[config.mk]
export PLATFORM = sky130hd
export DESIGN_NAME = adpll_frac_seq
export DESIGN_NICKNAME = d
export VERILOG_FILES = /design/src/rtl/adpll_frac_seq.sv
export SDC_FILE = /design/constraint.sdc
export NUM_CORES = 1
export LEC_CHECK = 0
export ABC_AREA = 1
export BUFFER_PORTS_ARGS = -buffer_cell sky130_fd_sc_hd__buf_2
export CAP_MARGIN = 40
export CELL_PAD_IN_SITES_DETAIL_PLACEMENT = 0
export CELL_PAD_IN_SITES_GLOBAL_PLACEMENT = 1
export CORE_ASPECT_RATIO = 0.9
export CORE_MARGIN = 4
export CORE_UTILIZATION = 47
export DETAILED_ROUTE_END_ITERATION = 10
export GPL_ROUTABILITY_DRIVEN = 1
export PLACE_DENSITY_LB_ADDON = 0.05
export SLEW_MARGIN = 30
export SYNTH_ARGS = -nofsm -noshare
export SYNTH_HDL_FRONTEND = slang
export SYNTH_SLANG_ARGS = --single-unit
export TNS_END_PERCENT = 5
[constraint.sdc]
create_clock -name i_ref_clk -period 10.4 [get_ports i_ref_clk]
set_input_delay 1.04 -clock i_ref_clk [delete_from_list [all_inputs] [get_ports i_ref_clk]]
set_output_delay 1.04 -clock i_ref_clk [all_outputs]
set_load 0.01 [all_outputs]
[src/rtl/adpll_frac_seq.sv]
// Fractional-N divide-ratio sequencer for the ADPLL feedback divider.
// Selectable MASH order (0..3), frame-aligned retuning, minimum-N configuration check.
module adpll_frac_seq #(
    parameter int N_W = 11,
    parameter int F_W = 8
) (
    input  logic           i_ref_clk,
    input  logic           i_reset,
    input  logic [N_W-1:0] i_n_integer,
    input  logic [F_W-1:0] i_f_fraction,
    input  logic [1:0]     i_mode,
    input  logic           i_cfg_valid,
    output logic           o_cfg_ready,
    output logic           o_cfg_err,
    output logic [N_W:0]   o_div_ratio,
    output logic           o_div_valid,
    output logic           o_frame_start,
    output logic [1:0]     o_dbg_state
);

    // Handshake: a configuration transfers on any rising edge where
    // i_cfg_valid and o_cfg_ready are both high; o_cfg_ready depends only on state.
    typedef enum logic [1:0] {
        S_IDLE = 2'd0,
        S_RUN  = 2'd1,
        S_PEND = 2'd2
    } state_t;

    localparam logic [F_W-1:0] FCNT_LAST = '1;

    state_t          r_state;
    state_t          w_next;
    logic [N_W-1:0]  r_n, r_sh_n;
    logic [F_W-1:0]  r_f, r_sh_f;
    logic [1:0]      r_mode, r_sh_mode;
    logic [F_W-1:0]  r_acc1, r_acc2, r_acc3, r_fcnt;
    logic            r_c2_d1, r_c3_d1, r_c3_d2;
    logic            r_cfg_err;
    logic [N_W:0]    r_div_ratio;
    logic            r_div_valid, r_frame_start;

    logic            w_ready, w_accept, w_cfg_ok;
    logic            w_load_cfg, w_load_shadow, w_capture, w_running;
    logic [N_W-1:0]  w_min_n;
    logic [F_W:0]    w_s1, w_s2, w_s3;
    logic            w_c1, w_c2, w_c3;
    logic signed [3:0] w_e1, w_e2, w_e3, w_y;
    logic [N_W:0]    w_ratio;

    always_comb begin
        w_min_n = N_W'(1);
        case (i_mode)
            2'd2:    w_min_n = N_W'(2);
            2'd3:    w_min_n = N_W'(4);
            default: w_min_n = N_W'(1);
        endcase
    end

    assign w_ready   = (r_state != S_PEND);
    assign w_accept  = i_cfg_valid && w_ready;
    assign w_cfg_ok  = (i_n_integer >= w_min_n);
    assign w_running = (r_state != S_IDLE);

    always_ff @(posedge i_ref_clk) begin
        if (i_reset) begin
            r_state <= S_IDLE;
        end else begin
            r_state <= w_next;
        end
    end

    always_comb begin
        w_next        = r_state;
        w_load_cfg    = 1'b0;
        w_load_shadow = 1'b0;
        w_capture     = 1'b0;
        case (r_state)
            S_IDLE: begin
                if (w_accept && w_cfg_ok) begin
                    w_load_cfg = 1'b1;
                    w_next     = S_RUN;
                end
            end
            S_RUN: begin
                // An accept in the last frame cycle is already at a boundary.
                if (w_accept && w_cfg_ok) begin
                    if (r_fcnt == FCNT_LAST) begin
                        w_load_cfg = 1'b1;
                    end else begin
                        w_capture = 1'b1;
                        w_next    = S_PEND;
                    end
                end
            end
            S_PEND: begin
                if (r_fcnt == FCNT_LAST) begin
                    w_load_shadow = 1'b1;
                    w_next        = S_RUN;
                end
            end
            default: w_next = S_IDLE;
        endcase
    end

    assign w_s1 = {1'b0, r_acc1} + {1'b0, r_f};
    assign w_s2 = {1'b0, r_acc2} + {1'b0, w_s1[F_W-1:0]};
    assign w_s3 = {1'b0, r_acc3} + {1'b0, w_s2[F_W-1:0]};
    assign w_c1 = w_s1[F_W];
    assign w_c2 = w_s2[F_W];
    assign w_c3 = w_s3[F_W];

    assign w_e1 = $signed({3'b000, w_c1});
    assign w_e2 = $signed({3'b000, w_c2}) - $signed({3'b000, r_c2_d1});
    assign w_e3 = $signed({3'b000, w_c3}) - $signed({2'b00, r_c3_d1, 1'b0})
                + $signed({3'b000, r_c3_d2});

    always_comb begin
        w_y = 4'sd0;
        case (r_mode)
            2'd1:    w_y = w_e1;
            2'd2:    w_y = w_e1 + w_e2;
            2'd3:    w_y = w_e1 + w_e2 + w_e3;
            default: w_y = 4'sd0;
        endcase
    end

    // y is at least -3 and N is at least the mode minimum, so this never wraps.
    assign w_ratio = {1'b0, r_n} + {{(N_W-3){w_y[3]}}, w_y};

    always_ff @(posedge i_ref_clk) begin
        if (i_reset) begin
            r_n           <= '0;
            r_f           <= '0;
            r_mode        <= '0;
            r_sh_n        <= '0;
            r_sh_f        <= '0;
            r_sh_mode     <= '0;
            r_acc1        <= '0;
            r_acc2        <= '0;
            r_acc3        <= '0;
            r_fcnt        <= '0;
            r_c2_d1       <= 1'b0;
            r_c3_d1       <= 1'b0;
            r_c3_d2       <= 1'b0;
            r_cfg_err     <= 1'b0;
            r_div_ratio   <= '0;
            r_div_valid   <= 1'b0;
            r_frame_start <= 1'b0;
        end else begin
            r_cfg_err <= w_accept && !w_cfg_ok;
            if (w_running) begin
                r_div_ratio   <= w_ratio;
                r_div_valid   <= 1'b1;
                r_frame_start <= (r_fcnt == '0);
            end
            if (w_capture) begin
                r_sh_n    <= i_n_integer;
                r_sh_f    <= i_f_fraction;
                r_sh_mode <= i_mode;
            end
            if (w_load_cfg || w_load_shadow) begin
                r_n     <= w_load_shadow ? r_sh_n    : i_n_integer;
                r_f     <= w_load_shadow ? r_sh_f    : i_f_fraction;
                r_mode  <= w_load_shadow ? r_sh_mode : i_mode;
                r_acc1  <= '0;
                r_acc2  <= '0;
                r_acc3  <= '0;
                r_fcnt  <= '0;
                r_c2_d1 <= 1'b0;
                r_c3_d1 <= 1'b0;
                r_c3_d2 <= 1'b0;
            end else if (w_running) begin
                r_acc1  <= w_s1[F_W-1:0];
                r_acc2  <= w_s2[F_W-1:0];
                r_acc3  <= w_s3[F_W-1:0];
                r_fcnt  <= r_fcnt + 1'b1;
                r_c2_d1 <= w_c2;
                r_c3_d1 <= w_c3;
                r_c3_d2 <= r_c3_d1;
            end
        end
    end

    assign o_cfg_ready   = w_ready;
    assign o_cfg_err     = r_cfg_err;
    assign o_div_ratio   = r_div_ratio;
    assign o_div_valid   = r_div_valid;
    assign o_frame_start = r_frame_start;
    assign o_dbg_state   = r_state;

endmodule

# After elaboration in Yosys (flattened, before gate mapping)
# Index checks and enable logic that the tools add are counted.
# totals
regBits	94
in_bits	24
out_inout_bits	18
wordCells	70
# classes
addsub	10
order_cmp	1
eq_ne	13
mux	18
reduce_logical	10
# ops
cell	n
8-bit by 8-bit adder with 9-bit output	3
11-bit by 12-bit adder with 12-bit output	1
4-bit case mux with 3 select lines	1
11-bit >= comparator	1
11-bit 2-to-1 mux	1
2-bit equality test, second input constant	5
2-bit 2-to-1 mux	5
2-bit inequality test, second input constant	5
8-bit by 1-bit adder with 8-bit output, second input constant	1
8-bit equality test, second input constant	1
8-bit zero test	1
8-bit 2-to-1 mux	1
1-bit 2-to-1 mux	7
2-bit case mux with 3 select lines	1
3-bit case mux with 2 select lines	1
3-bit by 2-bit adder with 4-bit output	1
3-bit by 4-bit adder with 4-bit output	1
2-bit by 1-bit equality test with 1-bit output, second input constant	2
4-bit AND reduction	1
2-bit by 2-bit adder with 3-bit output	1
1-bit logical AND	3
1-bit by 2-bit subtractor with 3-bit output	1
2-bit zero test	1
1-bit case mux with 2 select lines	1
other kinds (5)	5

# Longest topological paths before layout
# Gate-level depths: netlist (run 1).
# depth
depth_word	8
mapped_depth	37

# Worst setup path before layout (run 1)
# Ideal clock, no wire load.
# synth_path
kind	reg-to-reg
start	register r_f[0]
end	register r_div_ratio[8], in the netlist o_div_ratio[8]
setup_time_ns	0.109
t_arrival_ns	5.005
required_ns	10.291
slack_ns	5.286
path_stages_with_launch	31
n_path_buf	0
period_less_slack_ns	5.114
cell_sequence	dfxtp_1 ha_1 fa_1 xor2_1 ha_1 a21oi_1 nand2_1 xor2_1 ha_1 a21o_1 a31oi_1 o21ai_0 a21oi_1 o21bai_1 fa_1 fa_1 nand3_1 o31ai_1 fa_1 nand2_1 nand2_1 nand2_1 nand2_1 nand3_1 nand2_1 nand3_1 nand2_1 nand2_1 nand3_1 nand2_1 inv_1
# synth_between
elab_chain_len	8
elab_cells_between_ends	10
cone_classes	add/sub (9); mux (1)
# synth_lines
item	line_no	text
from (decl)	34	logic [F_W-1:0] r_f, r_sh_f;
from (signal assigned)	163	r_f <= w_load_shadow ? r_sh_f : i_f_fraction;
8-bit by 8-bit adder with 9-bit output	105	assign w_s1 = {1'b0, r_acc1} + {1'b0, r_f};
net w_s1[2]	45	logic [F_W:0] w_s1, w_s2, w_s3;
8-bit by 8-bit adder with 9-bit output	106	assign w_s2 = {1'b0, r_acc2} + {1'b0, w_s1[F_W-1:0]};
net w_s2[3]	45	
8-bit by 8-bit adder with 9-bit output	107	assign w_s3 = {1'b0, r_acc3} + {1'b0, w_s2[F_W-1:0]};
net w_s3[8]	45	
1-bit by 2-bit subtractor with 3-bit output	114	assign w_e3 = $signed({3'b000, w_c3}) - $signed({2'b00, r_c3_d1, 1'b0})
3-bit by 2-bit adder with 4-bit output	115	+ $signed({3'b000, r_c3_d2});
3-bit by 4-bit adder with 4-bit output	122	2'd3: w_y = w_e1 + w_e2 + w_e3;
4-bit case mux with 3 select lines	119	case (r_mode)
11-bit by 12-bit adder with 12-bit output	128	assign w_ratio = {1'b0, r_n} + {{(N_W-3){w_y[3]}}, w_y};
to (signal assigned)	152	r_div_ratio <= w_ratio;
to (decl)	39	logic [N_W:0] r_div_ratio;
# The timed path passes the listed nets, and every way through them passes these cells.
# A chain may end at the register's enable or synchronous reset.

# Worst setup path after layout (run 1)
# Same ends and word-level chain as after synthesis.

==> results.toml, run 1 <==
[clock_tree]
cts_tree = "yes"
numCtsBuffers = 9
cts_root_buf = "clkbuf_16"
clk_pin_slew_worst_paths_ns = 0.07
cts_buffer_depth = 2
htree_levels = 3
ctsHoldBuffers = 0
cts_repair_resize_count = 0
cts.sinks = 94
cts_setup_buffers = 0
clk-insertion-delay-late_ns = 0.35

[synth]
yosysSeqAreaShare_pct = 34.3
ys_ff_latch = 94
yosysTopAreaCell = "dfxtp_1"
postSynth.asyncResetShare_pct = 0
syn_avg_cell_area_um2 = 6.88
synth_cell_types = 36
synth_top_flop_cell = "dfxtp_1"
synth_top_area_share_pct = 34.3
ys_top_cells_by_area = "dfxtp_1 34%, nand2_1 12%, nor2_1 9.2%, ha_1 9.1%, o21ai_0 6.1%"
syn-num-nets = 868
synth_cells = 798
synth_enable_flop_cells = 0
netlist_area_um2 = 5490
ys_warn_count = 0

[critical_path]
crit_start = "r_f[0]"
r2r_setup_slack_ns = 4.77
cp-endpoint = "o_div_ratio[8]"
cp-start-kind = "flop"
slowest_stage = "fa_1"
r2r_cells = 30
critPathCaptureType = "flop"
r2r-end = "o_div_ratio[8]"
timing.rr.start = "r_f[0]"
crit_fanout = 5
slowest_delay_ns = 0.45
cp_data_required_time_ns = 10.65
critical_path_class = "flop to flop"
crit_top_cell = "nand2_1"
cp.arrival_ns = 5.88

[routing]
drc = 0
wirelength_mm = 12.1
highest_layer = "met4"
wl_met3_um = 413
wl_met2_mm = 6.05
avgRoutedWirePerCell_um = 12.3
ant_nets = 0
drtIter0Drc = 261
vias_per_cell = 5.02
drt_pass1_iterations = 4
wl_met1_mm = 5.50
dr_total_vias = 4945

[floorplanning]
die_x_um = 122
core_region_area_um2 = 11400
start_util_pct = 48.0
die_area_um2 = 13500
ios = 42
rows = 37
die_h_um = 111

[cells_and_area]
final_common_cell = "nand2_1"
antennaDiodeCount = 0
layout_common_cells = "175 x nand2_1, 133 x nor2_1, 94 x dfxtp_1"
syn_to_final_growth_pct = 10.8
nNetsFinal = 894
post_route_cells_drive_above_1_share_pct = 10.6
instances_no_fill = 985
n_fill_cell = 1220

[global_routing]
antenna_found_initial = 0
grt_pass1_vias = 4801
gr-total-overflow = 0
grt_pass1_wl_mm = 21.6
grt_max_degree = 50
gr-usage-all-layers_pct = 19.4

[timing]
fmax_mhz = 178
slew_violations = 0
hold_violations = 0
skew_ns = 0.00656
period_needed_ns = 5.63
relSlewSlack_pct = 52.1
rsz0062_at_grt = "false"
worst_slew_pin_slew_ns = 0.715
min_period_over_period_pct = 54.1
setup_violations = 0
fin_tns_setup_ns = 0

[power]
pwr-share-comb_pct = 22.0
p_leak_nw = 3.07
power_density_nw_per_um2 = 153
cellInternalPower_w = 0.000639
power_frac_seq_pct = 43.9
pwr-share-clk_pct = 34.0
ir_drop_v = 0.000104
sw_frac_of_total_pct = 31.5
switching_power_w = 0.000294

[placement]
gp_congestion = 0.892
io_buffers = 41
hpwl_mm = 8.71
dpl.cell_count = 969

[flow_run]
maxCapViolCount = 0

[min_path]
min_path_type = "flop to flop"

[run_status]
outcome = "finished, final reports clean"
[how the worst min path moves through the flow]
stage          slack, ns  cells after the start         from     endpoint
5_1_grt             0.49                      2    r_acc3[6]    r_acc3[6]
2_1_floorplan       0.45                      2    r_acc1[0]    r_acc1[0]
6_report            0.47                      2  o_div_valid  o_div_valid
3_3_place_gp        0.45                      2  o_div_valid  o_div_valid
4_1_cts             0.47                      2  o_div_valid  o_div_valid
3_5_place_dp        0.46                      2  o_div_valid  o_div_valid
[state kept, by name, summed over array words and instances, names as in the netlist]
signal,flops
r_sh_n,11
r_acc2,8
o_frame_start,1
r_c3_d1,1
r_mode,2
o_dbg_state,2
r_c2_d1,1
r_sh_mode,2
r_f,8
r_acc3,8
r_fcnt,8
o_div_valid,1
r_sh_f,8
o_cfg_err,1
o_div_ratio,12
r_n,11
r_acc1,8
r_c3_d2,1
[cells in the mapped netlist, types with 2 or more instances]
| library cell | count |
|---|---|
| nand2_1 | 175 |
| o211ai_1 | 2 |
| o41ai_1 | 3 |
| inv_1 | 85 |
| inv_2 | 3 |
| a31oi_1 | 2 |
| fa_1 | 6 |
| nor3_1 | 3 |
| xnor2_1 | 5 |
| dfxtp_1 | 94 |
| nand2_4 | 2 |
| nand3_1 | 35 |
| nand4_1 | 5 |
| buf_2 | 12 |
| nor4_1 | 3 |
| ha_1 | 40 |
| nor3_2 | 2 |
| a21oi_1 | 55 |
| xor2_1 | 21 |
| or2_2 | 5 |
| nand2_2 | 9 |
| buf_1 | 3 |
| clkbuf_1 | 14 |
| nor2_1 | 134 |
| o21ai_0 | 67 |
| nor2_2 | 3 |
[kinds of logic after synthesis]
logic type | after synthesis | synth area share [%]
xor+xnor | 26 | 4.15
flops | 94 | 34.3
fa+ha+maj | 46 | 11.3
buf+inv | 119 | 8.68
simple gates | 378 | 28.7
compound gates | 135 | 12.9
[through the flow]
step | power, W | hold slack (ns) | worst slack [ns] | utilization (%) | area (µm²)
final | 0.000933 | 0.465 | 4.77 | 53.2 | 6080
after CTS | 0.000947 | 0.471 | 4.76 | 53.2 | 6080
after detailed placement | 0.000626 | 0.457 | 4.79 | 50.7 | 5800
after global placement | 0.000618 | 0.451 | 4.90 | 50.5 | 5780
after floorplan | 0.000570 | 0.449 | 5.29 | - | 5490
after global routing | 0.000998 | 0.487 | 4.32 | 53.2 | 6080
[cell type report]
cell class                 instances  area [µm²]  share of cell area [%]
multi-input combinational        585        3130                    51.5
sequential                        94        1880                    30.9
inverter                          88         330                    5.43
timing repair buffer              46         255                    4.20
clock buffer                      11         253                    4.16
tap                              156         195                    3.21
clock inverter                     5        33.8                   0.555
[routing by layer]
| layer | vias to the layer above | global-route usage (%) |
|---|---|---|
| li1 | 2589 | - |
| met3 | 15 | 4.66 |
| met2 | 62 | 34.0 |
| met4 | 0 | 5.15 |
| met1 | 2279 | 23.5 |
| met5 | - | 0 |
[power groups by stage]
stage | Sequential, W | Combinational, W | Clock [W]
global route | 0.000414 | 0.000239 | 0.000345
detailed placement | 0.000418 | 0.000208 | 0
finish | 0.000410 | 0.000206 | 0.000317
CTS | 0.000410 | 0.000209 | 0.000328
floorplan | 0.000416 | 0.000154 | 0
global placement | 0.000417 | 0.000201 | 0
[worst max-delay path, delay by kind of cell (launching register included)]
family | cells | cell delay, ns
AO/OA/AOI/OAI | 7 | 1.16
XOR/XNOR | 2 | 0.36
adder cells (fa/ha/maj) | 7 | 2.66
buffers and inverters | 1 | 0.03
flip-flops | 1 | 0.31
AND/OR/NAND/NOR | 13 | 1.01
Power figures use the tool's default switching activity.
==> inputs of run 2 (changes only) <==
- CORE_UTILIZATION: 47 -> 39
- clock period: 10.4 -> 4.9 ns (I/O delays scaled with it)
==> run 2 against run 1 <==
Effect of this change: the run now ends with negative setup slack left; total power rose by 140%; sequential cell count is the same; fmax increased by 10%; utilization decreased by 2.6 points; hold slack worse by 0.095 ns; combinational power rose to 2.8 times the previous value; register-to-register slack worse by 5.0 ns; clock skew shrank 0.0013 ns; sequential share of layout area fell by 3.4 points; via count grew 3.0%; highest routed layer unchanged.
==> results.toml, run 2 (synthesis gave the netlist of run 1 again) <==
[run_status]
outcome = "finished with violations"
violations = "negative setup slack"

[timing]
slew_violations = 0
rsz0062_at_grt = "true"
skew_ns = 0.00525
period_needed_ns = 5.11
fmax_mhz = 196
setup_ws_ns = -0.208
hold_violations = 0
relSlewSlack_pct = 53.0
min_period_over_period_pct = 104
worst_slew_pin_slew_ns = 0.703
setup_violations = 9

[clock_tree]
cts_root_buf = "clkbuf_16"
clk-insertion-delay-late_ns = 0.35
numCtsBuffers = 9
clk_pin_slew_worst_paths_ns = 0.07
cts.sinks = 94
ctsHoldBuffers = 0
cts_tree = "yes"
cts_buffer_depth = 2
htree_levels = 3

[global_routing]
use_met2_pct = 31.5
grt_pass1_vias = 5113
grt_use_met3_pct = 4.28
gr-usage-all-layers_pct = 17.6
grt_pass1_wl_mm = 23.1
grt_busiest_layer = "met2"
grt_max_degree = 50
gr-total-overflow = 0
antenna_found_initial = 0
use_met1_pct = 20.3

[floorplanning]
ios = 42
die_h_um = 121
die_area_um2 = 16000
core_region_area_um2 = 13600
rows = 40
die_x_um = 133
start_util_pct = 40.5

[placement]
post_dp_cell_area_um2 = 6210
gp_congestion = 0.786
io_buffers = 41
hpwl_mm = 9.40

[critical_path]
r2r-end = "o_div_ratio[8]"
path_buf_inv = 1
r2r_cells = 32
cp_data_required_time_ns = 5.16
timing.rr.start = "r_f[0]"
slowest_delay_ns = 0.47
cp_top_family = "adder cells"
cp.arrival_ns = 5.36
cp-start-kind = "flop"
critical_path_class = "flop to flop"
r2r_setup_slack_ns = -0.21
crit_fanout = 3
slowest_stage = "fa_2"
critPathCaptureType = "flop"
crit_top_cell = "nand2_1"

[power]
power_density_nw_per_um2 = 332
sw_frac_of_total_pct = 30.1
switching_power_w = 0.000686
power_frac_seq_pct = 38.4
pwr-share-comb_pct = 24.9
power_w = 0.00228
pwr-share-clk_pct = 36.7
ir_drop_v = 0.000177
p_leak_nw = 3.37
cellInternalPower_w = 0.00159

[routing]
ant_nets = 0
drt_pass1_iterations = 4
drc = 0
dr_total_vias = 5091
wirelength_mm = 13.4
vias_per_cell = 4.78
drtIter0Drc = 296
avgRoutedWirePerCell_um = 12.6

[cells_and_area]
design_area_um2 = 6860
largest_register_ffs = 12
antennaDiodeCount = 0
nNetsFinal = 942
post_route_cells_drive_above_1_share_pct = 22.3
final_common_cell = "nand2_1"
layout_common_cells = "164 x nand2_1, 132 x nor2_1, 89 x dfxtp_1"
syn_to_final_growth_pct = 25.0

[min_path]
whs_endpoint = "r_sh_f[1]"
hold_start = "i_f_fraction[1]"
min_path_type = "primary input to flop"
hold_depth = 3

[flow_run]
maxCapViolCount = 0
run 2: changes by cell type in the layout (fill, tap and decap cells not counted), moves of 8 or more:
cell / change
buf_4: +48
nand3_2: +8
ha_1: -8
nand2_2: +9
a21oi_2: +8
nand2_1: -11
a21oi_1: -8
nand3_1: -8
run 2: area by class of cell:
type,count,area [µm²]
Clock inverter,6,115
Tap cell,189,236
Multi-Input combinational cell,585,3430
Clock buffer,10,239
Timing Repair Buffer,94,623
Sequential cell,94,1890
Fill cell,1361,6700
Inverter,88,330
run 2: repair_timing:
action,4_1_cts,5_1_grt
resized for setup,19,44
buffers inserted,1,2
setup endpoints to repair,10,11
pin swaps,15,31
run 2: per-layer routing:
layer / vias to the layer above / part of all wire (%)
met5: - / 0
met4: 0 / 1.8
met3: 22 / 2.5
met2: 39 / 51
met1: 2342 / 45
li1: 2688 / -
run 2: worst reg2reg max path, delay by kind of cell, from the launching register on:
kind	cells	cell delay [ns]
adder cells (fa/ha/maj)	7	2.30
AND/OR/NAND/NOR	15	1.17
AO/OA/AOI/OAI	7	0.85
XOR/XNOR	2	0.36
flip-flops	1	0.33
buffers and inverters	1	0.03
run 2: worst max path at each step:
stage                      start  slack [ns]              end  cells past startpoint
after CTS                 r_f[0]       -0.30   o_div_ratio[8]                     32
after floorplan           r_f[0]       -0.03   o_div_ratio[5]                     26
after global placement    r_f[2]       -0.30   o_div_ratio[8]                     33
after detailed placement  r_f[2]       -0.41   o_div_ratio[5]                     30
after global routing      r_f[1]       -0.51  o_div_ratio[10]                     33
final                     r_f[0]       -0.21   o_div_ratio[8]                     32
run 2: stage by stage:
step / setup slack, ns / TNS [ns] / utilization (%) / std cells / hold WS [ns]
detailed placement: -0.408 / -3.17 / 45.8 / 1047 / 0.467
finish: -0.208 / -1.25 / 50.6 / 1066 / 0.370
CTS: -0.300 / -2.09 / 49.0 / 1064 / 0.361
floorplan: -0.0298 / -0.0494 / - / 798 / 0.449
global route: -0.506 / -4.08 / 50.6 / 1066 / 0.379
global placement: -0.305 / -2.23 / 45.6 / 1046 / 0.448
run 2: power groups by stage:
stage          Sequential [W]  Clock [W]  Combinational (W)
4_1_cts              0.000872   0.000863           0.000540
2_1_floorplan        0.000883          0           0.000330
3_3_place_gp         0.000888          0           0.000507
3_5_place_dp         0.000889          0           0.000523
6_report             0.000875   0.000836           0.000567
5_1_grt              0.000883   0.000886           0.000654
==> inputs of run 3 (changes only) <==
- PLACE_DENSITY_LB_ADDON: 0.05 -> 0.25
==> run 3 against run 2 <==
Effect of this change: the flow still finishes with violations (negative setup slack); register-to-register slack better by 0.07 ns; non-clock buffer count grew 1; hold slack improved by 0.0049 ns; utilization is 0.23 points lower; setup slack gained 0.073 ns; critical path depth shrank 1; sequential power barely moved.
==> results.toml, run 3 (synthesis gave the netlist of run 1 again) <==
[timing]
period_needed_ns = 5.04
worst_slew_pin_slew_ns = 0.721
holdWs_ns = 0.374
relSlewSlack_pct = 51.7
hold_violations = 0
skew_ns = 0.00730
fmax_mhz = 199
setup_ws_ns = -0.135
rsz0062_at_grt = "true"
min_period_over_period_pct = 103
slew_violations = 0
setup_violations = 7

[critical_path]
cp_top_family = "adder cells"
cp-start-kind = "flop"
cp_data_required_time_ns = 5.15
slowest_delay_ns = 0.39
crit_top_cell = "nand2_2"
critPathCaptureType = "flop"
slowest_stage = "fa_2"
r2r_cells = 31
critical_path_class = "flop to flop"
crit_cells = 31
cp.arrival_ns = 5.28
timing.rr.start = "r_acc1[0]"
path_buf_inv = 5
r2r_setup_slack_ns = -0.14
r2r-end = "o_div_ratio[5]"
crit_fanout = 4

[placement]
dpl.cell_count = 1043
hpwl_mm = 9.19
post_dp_cell_area_um2 = 6190
gp_congestion = 0.845
io_buffers = 41

[min_path]
whs_endpoint = "r_sh_f[6]"
hold_depth = 3
min_path_type = "primary input to flop"
hold_start = "i_f_fraction[6]"

[run_status]
outcome = "finished with violations"
violations = "negative setup slack"

[cells_and_area]
final_common_cell = "nand2_1"
instances_no_fill = 1067
nNetsFinal = 943
post_route_cells_drive_above_1_share_pct = 22.3
antennaDiodeCount = 0
n_fill_cell = 1329
layout_common_cells = "165 x nand2_1, 131 x nor2_1, 91 x dfxtp_1"
largest_register_ffs = 12
syn_to_final_growth_pct = 24.4
design_area_um2 = 6830

[routing]
wirelength_mm = 13.1
avgRoutedWirePerCell_um = 12.3
drc = 0
vias_per_cell = 4.79
drtIter0Drc = 225
drt_pass1_iterations = 5
dr_total_vias = 5107
ant_nets = 0

[floorplanning]
die_area_um2 = 16000
rows = 40
die_x_um = 133
start_util_pct = 40.5
core_region_area_um2 = 13600
ios = 42
die_h_um = 121

[global_routing]
gr-total-overflow = 0
gr-usage-all-layers_pct = 17.2
grt_max_degree = 50
antenna_found_initial = 0
grt_pass1_vias = 5000
grt_pass1_wl_mm = 22.7

[clock_tree]
clk_pin_slew_worst_paths_ns = 0.06
cts_tree = "yes"
numCtsBuffers = 9
cts_root_buf = "clkbuf_16"
ctsHoldBuffers = 0
cts_buffer_depth = 2
htree_levels = 3
clk-insertion-delay-late_ns = 0.35
cts.sinks = 94

[power]
ir_drop_v = 0.000173
power_density_nw_per_um2 = 311
p_leak_nw = 3.33
power_w = 0.00212

[flow_run]
maxCapViolCount = 0
run 3: routing by layer:
metal | up-vias | global-route usage (%) | wire [µm]
li1 | 2688 | - | -
met1 | 2361 | 19.9 | 5940
met2 | 45 | 31.3 | 6630
met3 | 13 | 4.45 | 385
met4 | 0 | 4.61 | 159
met5 | - | 0 | 0
run 3: worst max path at each step:
stage	startpoint	end	slack, ns
after floorplan	r_f[0]	o_div_ratio[5]	-0.03
after global placement	r_f[0]	o_div_ratio[5]	-0.25
after detailed placement	r_f[0]	o_div_ratio[7]	-0.34
after CTS	r_f[0]	o_div_ratio[10]	-0.27
after global routing	r_acc1[0]	o_div_ratio[10]	-0.47
final	r_acc1[0]	o_div_ratio[5]	-0.14
run 3: through the flow:
stage	setup slack, ns	TNS (ns)	utilization [%]
2_1_floorplan	-0.0298	-0.0494	-
3_3_place_gp	-0.246	-1.77	45.4
3_5_place_dp	-0.339	-2.48	45.6
4_1_cts	-0.275	-1.88	48.5
5_1_grt	-0.471	-3.83	50.4
6_report	-0.135	-0.772	50.4
run 3: what timing repair did:
| item | CTS | global route |
|---|---|---|
| pin swaps | 19 | 24 |
| buffers inserted | 3 | 5 |
| hold endpoints to repair | 0 | 0 |
| resized for setup | 21 | 43 |
| setup endpoints to repair | 10 | 11 |
run 3: where the power goes:
part | leakage [nW] | total (W) | internal, W | switching, W
combinational | 2.43 | 0.000572 | 0.000250 | 0.000322
sequential | 0.770 | 0.000875 | 0.000828 | 0.0000473
clock | 0.138 | 0.000674 | 0.000371 | 0.000303
total | 3.33 | 0.00212 | 0.00145 | 0.000672
run 3: layout make-up:
type | count | area, µm² | area share [%]
Multi-Input combinational cell | 585 | 3460 | 50.7
Sequential cell | 94 | 1890 | 27.6
Timing Repair Buffer | 95 | 631 | 9.23
Inverter | 88 | 330 | 4.84
Clock buffer | 11 | 253 | 3.70
Tap cell | 189 | 236 | 3.46
Clock inverter | 5 | 33.8 | 0.495
run 3: worst min-delay path: stages:
cell	delay (ns)
buf_2	0.09
nor2_1	0.04
nor2_1	0.08
